===== config.mk =====
export PLATFORM = sky130hd
export DESIGN_NAME = pulse_train_tx
export DESIGN_NICKNAME = d
export VERILOG_FILES = /design/src/rtl/pulse_train_tx.sv
export SDC_FILE = /design/constraint.sdc
export NUM_CORES = 1
export LEC_CHECK = 0
export CORE_MARGIN = 1.5
export CORE_UTILIZATION = 40
export CTS_BUF_LIST = sky130_fd_sc_hd__clkbuf_4 sky130_fd_sc_hd__clkbuf_8 sky130_fd_sc_hd__clkbuf_16
export CTS_CLUSTER_SIZE = 24
export DETAILED_ROUTE_END_ITERATION = 10
export PLACE_DENSITY = 0.58
export SLEW_MARGIN = 10
export SYNTH_ARGS = -nofsm -noshare
export SYNTH_HDL_FRONTEND = slang
export SYNTH_SLANG_ARGS = --single-unit

===== constraint.sdc =====
create_clock -name pll_inst1_CLKOUT0 -period 2.3 [get_ports pll_inst1_CLKOUT0]
set_input_delay 0.46 -clock pll_inst1_CLKOUT0 [delete_from_list [all_inputs] [get_ports pll_inst1_CLKOUT0]]
set_output_delay 0.46 -clock pll_inst1_CLKOUT0 [all_outputs]
set_load 0.1 [all_outputs]

===== src/rtl/pulse_train_tx.sv =====
// Burst generator of low-going pulses on data_out with programmable low/high widths,
// a forced-high gap after the burst, and a one-cycle done strobe.
module pulse_train_tx #(
    parameter int unsigned LOW_CYC  = 8,
    parameter int unsigned HIGH_CYC = 8,
    parameter int unsigned GAP_CYC  = 64,
    parameter int unsigned TIMER_W  = 16
) (
    input  logic       pll_inst1_CLKOUT0,
    input  logic [1:0] BTN,
    input  logic [3:0] burst_len,
    output logic       data_out,
    output logic       busy,
    output logic       done,
    output logic [3:0] LED,
    output logic       clk_out
);

    localparam logic [TIMER_W-1:0] TIMER_LOW  = TIMER_W'(LOW_CYC - 1);
    localparam logic [TIMER_W-1:0] TIMER_HIGH = TIMER_W'(HIGH_CYC - 1);
    localparam logic [TIMER_W-1:0] TIMER_GAP  = TIMER_W'(GAP_CYC - 1);
    localparam logic [TIMER_W-1:0] TIMER_ONE  = TIMER_W'(1);

    typedef enum logic [2:0] {
        S_IDLE,
        S_LOW,
        S_HIGH,
        S_GAP,
        S_DONE
    } state_t;

    logic clk;
    logic rst_n;
    logic start_btn;

    assign clk       = pll_inst1_CLKOUT0;
    assign rst_n     = BTN[0];
    assign start_btn = BTN[1];

    state_t             state, state_nxt;
    logic [TIMER_W-1:0] timer, timer_nxt;
    logic [3:0]         remaining, remaining_nxt;
    logic [3:0]         led_nxt;
    logic [1:0]         sync_q;
    logic               sync_d;
    logic               start_p;

    // Start pushbutton: two-flop synchroniser plus registered rising-edge detect
    always_ff @(posedge clk or negedge rst_n) begin
        if (!rst_n) begin
            sync_q  <= 2'b00;
            sync_d  <= 1'b0;
            start_p <= 1'b0;
        end else begin
            sync_q  <= {sync_q[0], start_btn};
            sync_d  <= sync_q[1];
            start_p <= sync_q[1] & ~sync_d;
        end
    end

    // Next-state, timer, pulse count and remaining-pulse bookkeeping
    always_comb begin
        state_nxt     = state;
        timer_nxt     = timer;
        remaining_nxt = remaining;
        led_nxt       = LED;
        case (state)
            S_IDLE: begin
                if (start_p) begin
                    remaining_nxt = burst_len;
                    led_nxt       = 4'd0;
                    if (burst_len == 4'd0) begin
                        state_nxt = S_GAP;
                        timer_nxt = TIMER_GAP;
                    end else begin
                        state_nxt = S_LOW;
                        timer_nxt = TIMER_LOW;
                    end
                end
            end
            S_LOW: begin
                if (timer == '0) begin
                    led_nxt       = LED + 4'd1;
                    remaining_nxt = remaining - 4'd1;
                    timer_nxt     = TIMER_HIGH;
                    state_nxt     = S_HIGH;
                end else begin
                    timer_nxt = timer - TIMER_ONE;
                end
            end
            S_HIGH: begin
                if (timer == '0) begin
                    if (remaining == 4'd0) begin
                        state_nxt = S_GAP;
                        timer_nxt = TIMER_GAP;
                    end else begin
                        state_nxt = S_LOW;
                        timer_nxt = TIMER_LOW;
                    end
                end else begin
                    timer_nxt = timer - TIMER_ONE;
                end
            end
            S_GAP: begin
                if (timer == '0) begin
                    state_nxt = S_DONE;
                end else begin
                    timer_nxt = timer - TIMER_ONE;
                end
            end
            S_DONE: begin
                state_nxt = S_IDLE;
            end
            default: begin
                state_nxt = S_IDLE;
            end
        endcase
    end

    // Outputs are registered from the next state so they align with the state flop
    always_ff @(posedge clk or negedge rst_n) begin
        if (!rst_n) begin
            state     <= S_IDLE;
            timer     <= '0;
            remaining <= 4'd0;
            LED       <= 4'd0;
            data_out  <= 1'b1;
            busy      <= 1'b0;
            done      <= 1'b0;
            clk_out   <= 1'b0;
        end else begin
            state     <= state_nxt;
            timer     <= timer_nxt;
            remaining <= remaining_nxt;
            LED       <= led_nxt;
            data_out  <= (state_nxt != S_LOW);
            busy      <= (state_nxt != S_IDLE);
            done      <= (state_nxt == S_DONE);
            clk_out   <= ~clk_out;
        end
    end

endmodule


# After elaboration in Yosys (flattened, before gate mapping)
# Cells that the tools add are included.
[op_classes] n_addsub=3 n_eq_ne=8 n_mux=20 bitwise_logic=3 reduce_logical=9
[ops] op="16-bit two-way mux" n=4
[ops] op="16-bit one-hot mux with 4 select lines" n=1
[ops] op="16-bit zero test" n=1
[ops] op="4-bit two-way mux" n=4
[ops] op="4-bit one-hot mux with 2 select lines" n=2
[ops] op="16-bit by 1-bit subtractor with 16-bit output, second input constant" n=1
[ops] op="3-bit two-way mux" n=4
[ops] op="6-bit two-way mux" n=2
[ops] op="3-bit one-hot mux with 4 select lines" n=1
[ops] op="4-bit zero test" n=2
[ops] op="3-bit by 2-bit equality test with 1-bit output, second input constant" n=2
[ops] op="2-bit inequality test, second input constant" n=3
[ops] op="3-bit AND reduction" n=2
[ops] op="4-bit by 1-bit adder with 4-bit output, second input constant" n=1
[ops] op="2-bit two-way mux" n=2
[ops] op="4-bit nonzero test" n=1
[ops] op="4-bit by 1-bit subtractor with 4-bit output, second input constant" n=1
[ops] op="3-bit by 1-bit equality test with 1-bit output, second input constant" n=1
[ops] op="3-bit equality test, second input constant" n=1
[ops] op="3-bit zero test" n=1
[ops] op="3-bit by 1-bit inequality test with 1-bit output, second input constant" n=1
[ops] op="3-bit nonzero test" n=1
[ops] op="1-bit NOT" n=2
[ops] op="2-bit nonzero test" n=1
[ops] op="1-bit AND" n=1
[totals] reg_bits=35 inputBits=7 output_inout_bits=8 elab_cells=54

# Logic depth before layout (Yosys ltp)
[depth] word_depth=5 mapped_depth=8 depth_no_buf=7

# Worst setup path after synthesis
# Ideal clock, no wire load.
[synth_timing] path_type="reg2reg" start="register timer[0]" end="register timer[10]" setup_ps=136 arrival_ps=1901 setup_slack_ps=262 stages_incl_launch_ff=8 n_path_buf=0 path_cell_list="dfrtp_1 > inv_1 > ha_1 > nor4b_4 > or4b_1 > or3_1 > nand3_1 > o311ai_2"
[synth_via] elab_chain_cells=3
[synth_lines] item="start: declaration" line_no="41" source="logic [TIMER_W-1:0] timer, timer_nxt;"
[synth_lines] item="start signal: assignment" line_no="133" source="timer <= timer_nxt;"
[synth_lines] item="16-bit by 1-bit subtractor with 16-bit output or 16-bit zero test (tied branches)"
[synth_lines] item="16-bit two-way mux, or another cell as far along" line_no="105" source="if (timer == '0) begin"
[synth_lines] item="16-bit one-hot mux with 4 select lines or 3-bit AND reduction (tied branches)"
# Parallel ways exist; a longest one is shown, timed or not. The select of a mux whose other input is x is not followed.
# A chain may end at the register's enable or synchronous reset.

# Worst setup path after layout
# Same ends and word-level chain as after synthesis.

==> impl_results.md <==
* Synth-to-layout area growth at 20.6%
* Mapped Cells at 201
* M2 GR Usage at 0.263
* Setup Viol. Count Final at 0
* Initial Utilization at 0.424
* Critical Path Stages at 7
* Fill cells at 413
* R2R depth at 7
* Slew Viols, Final at 0
* Worst path bufs/invs at 1
* Dpl cells at 269
* Asr flop ratio synth at 1.00
* Core area at 4410 um^2
* Die width at 71.4 um
* Vias at 1619
* Met1 Track Usage GR at 0.274
* Final Hold Viols at 0
* Fin cells at 279
* Row count at 24
* Crit Path Max Fanout at 5
* Post-synth top area cell: dfrtp_1
* Clock buffer depth at 2
* M3 GR Usage at 0.0408
* Avg WL per Cell at 15.8 um
* Reg clk slew, reported paths at 0.08 ns
* Syn_nets at 212
* Crit path required time at 2.47 ns
* Post-route total power at 0.00132 W
* Register area at 877 um^2
* Initial antenna violation count at 0
* Final #Nets at 237
* Post-synth top area share at 0.455
* Worst skew pair latency at 0.29 ns
* Global-route wire length before repair at 7.25 mm
* LEAKAGE at 0.989 nW
* Peak supply drop at 355 uV
* Fin crit share at 0.953
* Status: complete, no violations
* Reg2reg setup slack at 0.11 ns
* Register area share after synthesis at 0.469
* Critical path's top delay family: simple AND/OR/NAND/NOR gates
* Max H-tree Level at 2
* Clock buffer count from CTS at 5
* R2R Path End: timer[10]
* Die area at 5100 um^2
* HPWL after DPL at 2.98 mm
* Crit path launch type: flop
* Crit path capture type: flop
* Busiest grt layer: met1
* Cell variety after synth at 45
* Fraction of layout cells with a size suffix above 1 at 0.163
* Vias per inst at 5.80
* Sink Count at 35
* Relative slew slack at 0.571
* IO Port Bufs at 14
* Worst Setup EP: timer[10]
* PD cells at 586 nW/um^2
* CTS root buf: clkbuf_8
* CP arrival at 2.36 ns
* Top post-synthesis cells by area: dfrtp_1 45%, o21ai_0 4.3%, a21oi_1 3.7%, nor3_1 3.7%, nand2_1 3.2%
* GPL Wtd Cong at 0.789
* Yosys warns at 0
* CTS tree: yes
* Crit path from: timer[0]
* Multi-input gate area at 945 um^2
* Synth Flop Type: dfrtp_1
* Setup CP Type: flop to flop
* DRT iter0 DRCs at 196
* Slowest CP cell: or4b_4
* Remaining global-route overflow at 0
* Netlist Area Pre-Place at 1870 um^2
* Hold slack at 0.366 ns
* Fmax at 0.456 GHz
* Post-DRT Antenna Nets at 0
* FF+latch count, synth at 35
* Io pins at 15
* Ant diodes at 0
* Number of global-route vias before repair at 1476
* Fin util at 0.511
* Total Routing Usage GR at 0.183
* Crit path time final at 2.19 ns
* DRC Markers at 0
* Worst-path cell chain: inv_1 -> ha_2 -> nor4b_4 -> or4b_4 -> or3_1 -> nand3_1 -> o311ai_2
* First-pass iteration count of the detailed router at 4
* Slew @ Worst Pin at 0.642 ns
* Hold Crit Class: flop to flop
* Routed wire length at 4.42 mm
* Mean area per synthesized cell at 9.31 um^2
* Die H at 71.4 um
* Crit path largest cell delay at 0.52 ns
* # hold bufs at CTS at 0
* Max-cap viol count at 0
* Post-synth EDFFs at 0
* Most common cell after layout, fill and taps aside: dfrtp_1
* Most frequent cells in the layout: 34 x dfrtp_1, 20 x buf_4, 16 x nor2_1, 16 x nand2_1, 16 x o21ai_0
* Reg2Reg Launch Point: timer[0]
* Clock skew at 0.00655 ns
* Largest net degree at the start of global routing at 36
cells by family (layout without fill, tap and decap cells):
logic type / after synthesis / count (layout) / share of synthesized area
flip-flops: 35 / 35 / 0.469
AND/OR/NAND/NOR: 84 / 84 / 0.244
AO/OA/AOI/OAI: 59 / 59 / 0.201
multiplexers: 5 / 5 / 0.0288
adder cells (fa/ha/maj): 4 / 4 / 0.0268
buffers and inverters: 14 / 40 / 0.0308
metal layers:
layer / share of wire / routed length, um
met1: 0.49 / 2160
met2: 0.45 / 1990
met3: 0.051 / 226
met4: 0.0086 / 38
met5: 0 / 0
worst reg2reg max path, delay by kind of cell (launching register included):
| kind | cells | cell delay [ns] |
|---|---|---|
| buffers and inverters | 1 | 0.07 |
| adders and majority gates | 1 | 0.20 |
| DFF | 1 | 0.41 |
| AOI/OAI and AO/OA | 1 | 0.10 |
| and+or+nand+nor | 4 | 1.29 |
power by group:
part	switching, W	internal [W]	leakage (nW)	total [W]
clock network	0.000240	0.000432	0.0644	0.000672
logic	0.0000166	0.0000128	0.487	0.0000295
registers	0.00000230	0.000618	0.437	0.000621
total	0.000259	0.00106	0.989	0.00132
worst min path at each step:
stage,from,to,cells after the start
detailed placement,sync_q[0],sync_q[1],0
CTS,sync_q[0],sync_q[1],0
global route,sync_q[0],sync_q[1],0
floorplan,BTN[0],LED[0],0
global placement,sync_q[0],sync_q[1],0
finish,sync_q[0],sync_q[1],0
area by class of cell:
class                      instances  share of cell area
tap                               52              0.0288
clock buffer                       5              0.0305
sequential                        35               0.389
multi-input combinational        152               0.419
inverter                           6             0.00998
timing repair buffer              26              0.0932
clock inverter                     3              0.0300
what timing repair did:
action	in CTS	in global routing
setup buffers	0	2
gates resized for setup	0	4
endpoints found under the setup margin	0	15
per-stage QoR:
stage	setup TNS, ns	area (um^2)	setup WS [ns]
finish	0	2260	0.107
detailed placement	0	2100	0.0427
global route	-0.00677	2260	-0.00677
CTS	0	2230	0.0213
global placement	0	2100	0.131
floorplan	0	1870	0.262
Yosys cell counts (2+ instances only):
| master | n |
|---|---|
| dfrtp_1 | 34 |
| nand2_1 | 16 |
| nor2_1 | 16 |
| o21ai_0 | 16 |
| a21oi_1 | 14 |
| nor3_1 | 14 |
| nand3_1 | 7 |
| a31oi_1 | 6 |
| clkbuf_1 | 6 |
| inv_1 | 6 |
| nand2b_1 | 5 |
| nand4_1 | 5 |
| a2bb2oi_1 | 4 |
| ha_1 | 4 |
| nor4_1 | 4 |
| a22oi_1 | 3 |
| and2_1 | 3 |
| nor3b_1 | 3 |
| o21bai_1 | 3 |
| a22o_1 | 2 |
| mux2_2 | 2 |
| mux2i_1 | 2 |
| nor2b_1 | 2 |
| o22ai_1 | 2 |
| or3_1 | 2 |
state kept, by name (all words and copies together), names as in the netlist, 2 cells and up:
signal / cells
LED: 4
remaining: 4
state: 3
sync_q: 2
timer: 16
No activity file was read; power rests on OpenSTA's default activity.
